## src/rtl/hc08_selftest_seq_if.sv

```systemverilog
// Host handshake and HC08 pin bundle for the HC08 self-test sequencer.
// The master side is the host plus the chip under test; the slave side is the sequencer.
interface hc08_selftest_seq_if;
  logic       START;
  logic       ABORT;
  logic [4:1] A_DRV;
  logic [4:1] B_DRV;
  logic [4:1] Y_IN;
  logic       BUSY;
  logic       DONE;
  logic       PASS;
  logic [4:1] FAIL_MAP;
  logic [7:0] FAIL_VEC;
  logic       FAIL_SEEN;
  logic [7:0] VEC_IDX;

  modport master (
    output START, ABORT, Y_IN,
    input  A_DRV, B_DRV, BUSY, DONE, PASS, FAIL_MAP, FAIL_VEC, FAIL_SEEN, VEC_IDX
  );

  modport slave (
    input  START, ABORT, Y_IN,
    output A_DRV, B_DRV, BUSY, DONE, PASS, FAIL_MAP, FAIL_VEC, FAIL_SEEN, VEC_IDX
  );
endinterface

```

## src/rtl/hc08_selftest_seq.sv

```systemverilog
// Exhaustive 256-vector self-test of a quad 2-input AND block (on-chip or external 74HC08),
// with a sticky per-gate fail map, first-failure capture and a START/BUSY/DONE handshake.
module hc08_selftest_seq #(
  parameter int unsigned SETTLE_CYCLES = 4,
  parameter int unsigned CNT_W         = 8
) (
  input logic                CLK,
  input logic                RST_N,
  hc08_selftest_seq_if.slave bus
);

  typedef enum logic [1:0] {IDLE, SETTLE, SAMPLE, FINISH} state_t;

  localparam logic [CNT_W-1:0] RELOAD = CNT_W'(SETTLE_CYCLES - 1);

  state_t           state, state_nxt;
  logic [CNT_W-1:0] cnt, cnt_nxt;
  logic [7:0]       vec, vec_nxt;
  logic [4:1]       y_s1, y_s;
  logic [4:1]       fail_map, fail_map_nxt;
  logic [7:0]       fail_vec, fail_vec_nxt;
  logic             fail_seen, fail_seen_nxt;
  logic             pass_q, pass_nxt;
  logic [4:1]       expect_y, mism;
  logic             busy;

  assign expect_y = vec[7:4] & vec[3:0];
  assign mism     = y_s ^ expect_y;

  // NOTE: every signal gets its hold value first so no path through the case leaves one unassigned (no latches).
  always_comb begin
    state_nxt     = state;
    cnt_nxt       = cnt;
    vec_nxt       = vec;
    fail_map_nxt  = fail_map;
    fail_vec_nxt  = fail_vec;
    fail_seen_nxt = fail_seen;
    pass_nxt      = pass_q;

    unique case (state)
      IDLE: begin
        if (bus.START && !bus.ABORT) begin
          state_nxt     = SETTLE;
          vec_nxt       = '0;
          cnt_nxt       = RELOAD;
          fail_map_nxt  = '0;
          fail_vec_nxt  = '0;
          fail_seen_nxt = 1'b0;
          pass_nxt      = 1'b0;
        end
      end
      SETTLE: begin
        if (bus.ABORT) begin
          state_nxt = IDLE;
          vec_nxt   = '0;
        end else if (cnt == '0) begin
          state_nxt = SAMPLE;
        end else begin
          cnt_nxt = cnt - 1'b1;
        end
      end
      SAMPLE: begin
        // The mismatch is recorded even when this cycle is also aborting.
        fail_map_nxt = fail_map | mism;
        if (mism != '0 && !fail_seen) begin
          fail_vec_nxt  = vec;
          fail_seen_nxt = 1'b1;
        end
        if (bus.ABORT) begin
          state_nxt = IDLE;
          vec_nxt   = '0;
        end else if (vec == 8'hFF) begin
          state_nxt = FINISH;
        end else begin
          state_nxt = SETTLE;
          vec_nxt   = vec + 8'd1;
          cnt_nxt   = RELOAD;
        end
      end
      FINISH: begin
        state_nxt = IDLE;
        vec_nxt   = '0;
        pass_nxt  = (fail_map == '0);
      end
      default: state_nxt = IDLE;
    endcase
  end

  // NOTE: state registers use non-blocking assignments so every flop samples pre-edge values.
  always_ff @(posedge CLK) begin
    if (!RST_N) begin
      state     <= IDLE;
      cnt       <= '0;
      vec       <= '0;
      y_s1      <= '0;
      y_s       <= '0;
      fail_map  <= '0;
      fail_vec  <= '0;
      fail_seen <= 1'b0;
      pass_q    <= 1'b0;
    end else begin
      state     <= state_nxt;
      cnt       <= cnt_nxt;
      vec       <= vec_nxt;
      y_s1      <= bus.Y_IN;
      y_s       <= y_s1;
      fail_map  <= fail_map_nxt;
      fail_vec  <= fail_vec_nxt;
      fail_seen <= fail_seen_nxt;
      pass_q    <= pass_nxt;
    end
  end

  assign busy          = (state == SETTLE) || (state == SAMPLE);
  assign bus.BUSY      = busy;
  assign bus.DONE      = (state == FINISH);
  // PASS is already valid in the DONE cycle, then held until the next accepted START.
  assign bus.PASS      = (state == FINISH) ? (fail_map == '0) : pass_q;
  assign bus.A_DRV     = busy ? vec[7:4] : 4'b0000;
  assign bus.B_DRV     = busy ? vec[3:0] : 4'b0000;
  assign bus.VEC_IDX   = vec;
  assign bus.FAIL_MAP  = fail_map;
  assign bus.FAIL_VEC  = fail_vec;
  assign bus.FAIL_SEEN = fail_seen;

endmodule
```

## src/flat_wrapper.sv

```systemverilog
// flat-port wrapper written by rule: the top's interface ports become plain ports
module hc08_selftest_seq_flat 
#(
  parameter int unsigned SETTLE_CYCLES = 4,
  parameter int unsigned CNT_W         = 8
)
  (CLK, RST_N, bus_START, bus_ABORT, bus_Y_IN, bus_A_DRV, bus_B_DRV, bus_BUSY, bus_DONE, bus_PASS, bus_FAIL_MAP, bus_FAIL_VEC, bus_FAIL_SEEN, bus_VEC_IDX);
  hc08_selftest_seq_if bus_i ();
  input logic CLK;
  input logic RST_N;
  input wire logic [$bits(bus_i.START)-1:0] bus_START;
  input wire logic [$bits(bus_i.ABORT)-1:0] bus_ABORT;
  input wire logic [$bits(bus_i.Y_IN)-1:0] bus_Y_IN;
  output wire logic [$bits(bus_i.A_DRV)-1:0] bus_A_DRV;
  output wire logic [$bits(bus_i.B_DRV)-1:0] bus_B_DRV;
  output wire logic [$bits(bus_i.BUSY)-1:0] bus_BUSY;
  output wire logic [$bits(bus_i.DONE)-1:0] bus_DONE;
  output wire logic [$bits(bus_i.PASS)-1:0] bus_PASS;
  output wire logic [$bits(bus_i.FAIL_MAP)-1:0] bus_FAIL_MAP;
  output wire logic [$bits(bus_i.FAIL_VEC)-1:0] bus_FAIL_VEC;
  output wire logic [$bits(bus_i.FAIL_SEEN)-1:0] bus_FAIL_SEEN;
  output wire logic [$bits(bus_i.VEC_IDX)-1:0] bus_VEC_IDX;
  assign bus_i.START = bus_START;
  assign bus_i.ABORT = bus_ABORT;
  assign bus_i.Y_IN = bus_Y_IN;
  assign bus_A_DRV = bus_i.A_DRV;
  assign bus_B_DRV = bus_i.B_DRV;
  assign bus_BUSY = bus_i.BUSY;
  assign bus_DONE = bus_i.DONE;
  assign bus_PASS = bus_i.PASS;
  assign bus_FAIL_MAP = bus_i.FAIL_MAP;
  assign bus_FAIL_VEC = bus_i.FAIL_VEC;
  assign bus_FAIL_SEEN = bus_i.FAIL_SEEN;
  assign bus_VEC_IDX = bus_i.VEC_IDX;
  hc08_selftest_seq #(.SETTLE_CYCLES(SETTLE_CYCLES), .CNT_W(CNT_W)) u_core (.CLK(CLK), .RST_N(RST_N), .bus(bus_i));
endmodule
```

## config.mk

```make
export PLATFORM = sky130hd
export DESIGN_NAME = hc08_selftest_seq_flat
export DESIGN_NICKNAME = d
export VERILOG_FILES = /design/src/rtl/hc08_selftest_seq_if.sv /design/src/rtl/hc08_selftest_seq.sv /design/src/flat_wrapper.sv
export SDC_FILE = /design/constraint.sdc
export NUM_CORES = 1
export LEC_CHECK = 0
export ABC_CLOCK_PERIOD_IN_PS = 4000
export CORE_ASPECT_RATIO = 0.8
export CORE_MARGIN = 10
export CORE_UTILIZATION = 45
export DETAILED_ROUTE_END_ITERATION = 10
export DONT_BUFFER_PORTS = 1
export GPL_TIMING_DRIVEN = 0
export MAX_ROUTING_LAYER = met4
export SYNTH_ARGS = -nofsm -noshare
export SYNTH_HDL_FRONTEND = slang
export SYNTH_SLANG_ARGS = --single-unit
```

## constraint.sdc

```tcl
create_clock -name CLK -period 4 [get_ports CLK]
set_input_delay 1.2 -clock CLK [delete_from_list [all_inputs] [get_ports CLK]]
set_output_delay 1.2 -clock CLK [all_outputs]
set_load 0.005 [all_outputs]
```

==> qor.yml <==
run_status:
  outcome: "finished clean"
power:
  power.total_uw: 852.0
  p_leak_nw: 0.8772
  ir_drop_v: 0.0002125
  power.density_mw_per_mm2: 343.7
timing:
  slew_viol_final: 0
  min_period_over_period_pct: 66.19
  setup-tns-final_ns: 0
  final-setup-viol-count: 0
  skew_ns: 0.006609
  finalHoldViolations: 0
  rsz0062_at_grt: "no"
  fmaxAchievable_ghz: 0.3777
  worst_pin_slew_ns: 0.6181
  max_slew_margin_pct: 58.36
  post-route-min-period_ns: 2.647
floorplan:
  die-width_um: 100.3
  ios: 40
  std_cell_rows: 23
  start_util_pct: 46.40
  core-area_mm2: 0.005007
  dieArea_mm2: 0.008455
  die_h_um: 84.27
logic_synthesis:
  netlist_area_mm2: 0.002323
  ys_top_cells_by_area: "dfxtp_1 (34%), and2_1 (4.8%), ha_1 (4.3%)"
  synth_nets: 295
  synth_cell_types: 52
  synth_top_area_cell: "dfxtp_1"
  synth_edf_count: 0
  yosys-top-cells-count: "dfxtp_1 (40), and2_1 (18), nand3_1 (18)"
  syn_area_per_cell_um2: 8.328
  synth.ff_latch_count: 40
  synth_top_area_share_pct: 34.46
  ys_warn_count: 0
  ys.flop_type: "dfxtp_1"
  yosysMostFrequentCell: "dfxtp_1"
  synthArstFlopShare_pct: 0
  syn_inst: 279
  ys_seq_area_share_pct: 34.46
worst_setup_path:
  path_buf_inv: 1
  cp_slowest_cell: "ha_1"
  crit_family: "adder cells"
  crit_chain: "inv_1 -> ha_1 -> and2_2"
  startpoint_type: "register"
  reg2reg_to: "u_core.cnt[4]"
  cp.arrival_ns: 1.45
  path_max_fanout: 9
  crit_type: "register to primary output"
  cp.required_ns: 2.80
  reg2reg_depth: 6
  r2r_start: "u_core.state[0]"
  cpPeakStageDelay_ns: 0.41
  reg2reg_slack_ns: 1.78
  end_kind: "primary output"
clocking:
  cts_buffers: 5
  cts_max_level: 2
  root_buffer: "clkbuf_8"
  clk_pin_slew_ns: 0.07
  hold_buffers: 0
  cts_sinks: 40
  cts_tree: "built"
  cts_resized: 0
  cts_setup_buffers: 0
  clk_latency_ns: 0.29
  clock_path_buffers: 2
routing:
  wl_um: 6424
  ant_nets: 0
  vias: 2138
  routedWlPerCell_um: 18.46
  first_iter_violations: 191
  first_pass_iters: 4
  route.detailed.drc: 0
  via_per_inst: 6.144
job:
  maxCapViolations: 0
global_routing:
  grt_max_degree: 12
  antenna_found_initial: 0
  grt_pass1_vias: 2070
  grt-ovfl-total: 0
  gr-usage-all-layers_pct: 16.08
  grt_first_pass_wirelength_um: 11040
final_layout:
  antenna_cells: 0
  final_area_mm2: 0.002479
  drive_above_1_share_pct: 11.89
  fin_nets: 302
  area_delta_synth_final_pct: 6.678
place:
  placed_cell_area_mm2: 0.002401
  port_buffers: 0
  hpwl_um: 4723
  gp_congestion: 0.8729
worst_hold_path:
  min_path_type: "register to register"
  hold_depth: 1
  hold_path_startpoint: "u_core.y_s1[1]"
  min_to: "u_core.y_s[1]"
==> worst max path at each step <==
stage / startpoint / to / slack (ns) / cells after the start
global placement: bus_ABORT / u_core.bus.VEC_IDX[3] / 1.36 / 6
detailed placement: bus_ABORT / u_core.bus.VEC_IDX[3] / 1.35 / 6
finish: u_core.state[0] / bus_B_DRV[3] / 1.35 / 3
CTS: u_core.state[0] / bus_B_DRV[3] / 1.34 / 3
floorplan: bus_ABORT / u_core.bus.VEC_IDX[3] / 1.63 / 6
global route: u_core.state[0] / bus_B_DRV[2] / 1.24 / 3
==> metrics by stage <==
step	util, %	setup WS (ns)	hold WS (ns)	instances
after floorplan	-	1.632	0.4119	279
after global placement	47.95	1.364	0.4154	341
after detailed placement	47.95	1.355	0.4195	341
after CTS	49.50	1.337	0.4383	348
after global routing	49.50	1.244	0.4683	348
final	49.50	1.353	0.4364	348
==> registers in the layout, indices dropped and copies added, names as in the netlist <==
| register | cells |
|---|---|
| u_core.bus.VEC_IDX | 8 |
| u_core.y_s | 4 |
| u_core.cnt | 8 |
| u_core.state | 2 |
| u_core.bus.FAIL_VEC | 8 |
| u_core.bus.FAIL_MAP | 4 |
| u_core.y_s1 | 4 |
| u_core.bus.FAIL_SEEN | 1 |
| u_core.pass_q | 1 |
==> cells in the final DEF (no fill, tap or decap), types with 3 or more instances in the layout <==
| master | Yosys | layout |
|---|---|---|
| o32ai_1 | 4 | 4 |
| clkbuf_1 | 11 | 12 |
| o221ai_1 | 8 | 8 |
| nand4_1 | 8 | 8 |
| nor3_1 | 4 | 4 |
| nor2b_1 | 5 | 5 |
| dfxtp_1 | 40 | 40 |
| or4_4 | 3 | 3 |
| clkbuf_8 | 0 | 5 |
| a21oi_1 | 15 | 15 |
| nor2_1 | 14 | 14 |
| and2_1 | 18 | 18 |
| or3b_2 | 3 | 3 |
| nand2_1 | 13 | 13 |
| a31oi_1 | 4 | 4 |
| o211ai_1 | 11 | 11 |
| and3b_1 | 4 | 4 |
| ha_1 | 8 | 8 |
| buf_6 | 3 | 3 |
| nand3_1 | 18 | 18 |
| inv_1 | 17 | 17 |
| nor4_1 | 6 | 6 |
| a211oi_1 | 6 | 6 |
| or2_2 | 4 | 4 |
| a21boi_0 | 4 | 4 |
| o21ai_0 | 10 | 10 |
| nand2b_1 | 3 | 3 |
| buf_2 | 4 | 4 |
==> routing by layer <==
layer | vias up | part of all wire (%) | GRT usage (%) | routed length, um
li1 | 1049 | - | - | -
met1 | 1015 | 50 | 23.03 | 3218
met2 | 70 | 41 | 21.65 | 2651
met3 | 4 | 8.1 | 4.505 | 520
met4 | 0 | 0.53 | 3.205 | 34
met5 | - | 0 | - | 0
==> power by group <==
| group | internal (mW) | switching (mW) |
|---|---|---|
| sequential | 0.410 | 0.0102 |
| clock | 0.119 | 0.136 |
| combinational | 0.0670 | 0.110 |
| total | 0.595 | 0.257 |
==> cell families (layout without fill, tap and decap cells) <==
family,after synthesis,in the layout,share of synthesized area [%]
adders and majority gates,8,8,4.308
buffers and inverters,36,43,7.000
muxes,2,2,0.9154
and+or+nand+nor,112,112,28.00
AOI/OAI and AO/OA,81,81,25.31
DFF,40,40,34.46
==> layout make-up <==
| type | instances | area [um^2] |
|---|---|---|
| clock inverter | 1 | 5.005 |
| multi-input combinational | 203 | 1360 |
| clock buffer | 6 | 72.57 |
| tap | 62 | 77.57 |
| sequential | 40 | 800.8 |
| fill | 491 | 2529 |
| buffer | 19 | 98.84 |
| inverter | 17 | 63.81 |
Power figures use the tool's default switching activity.
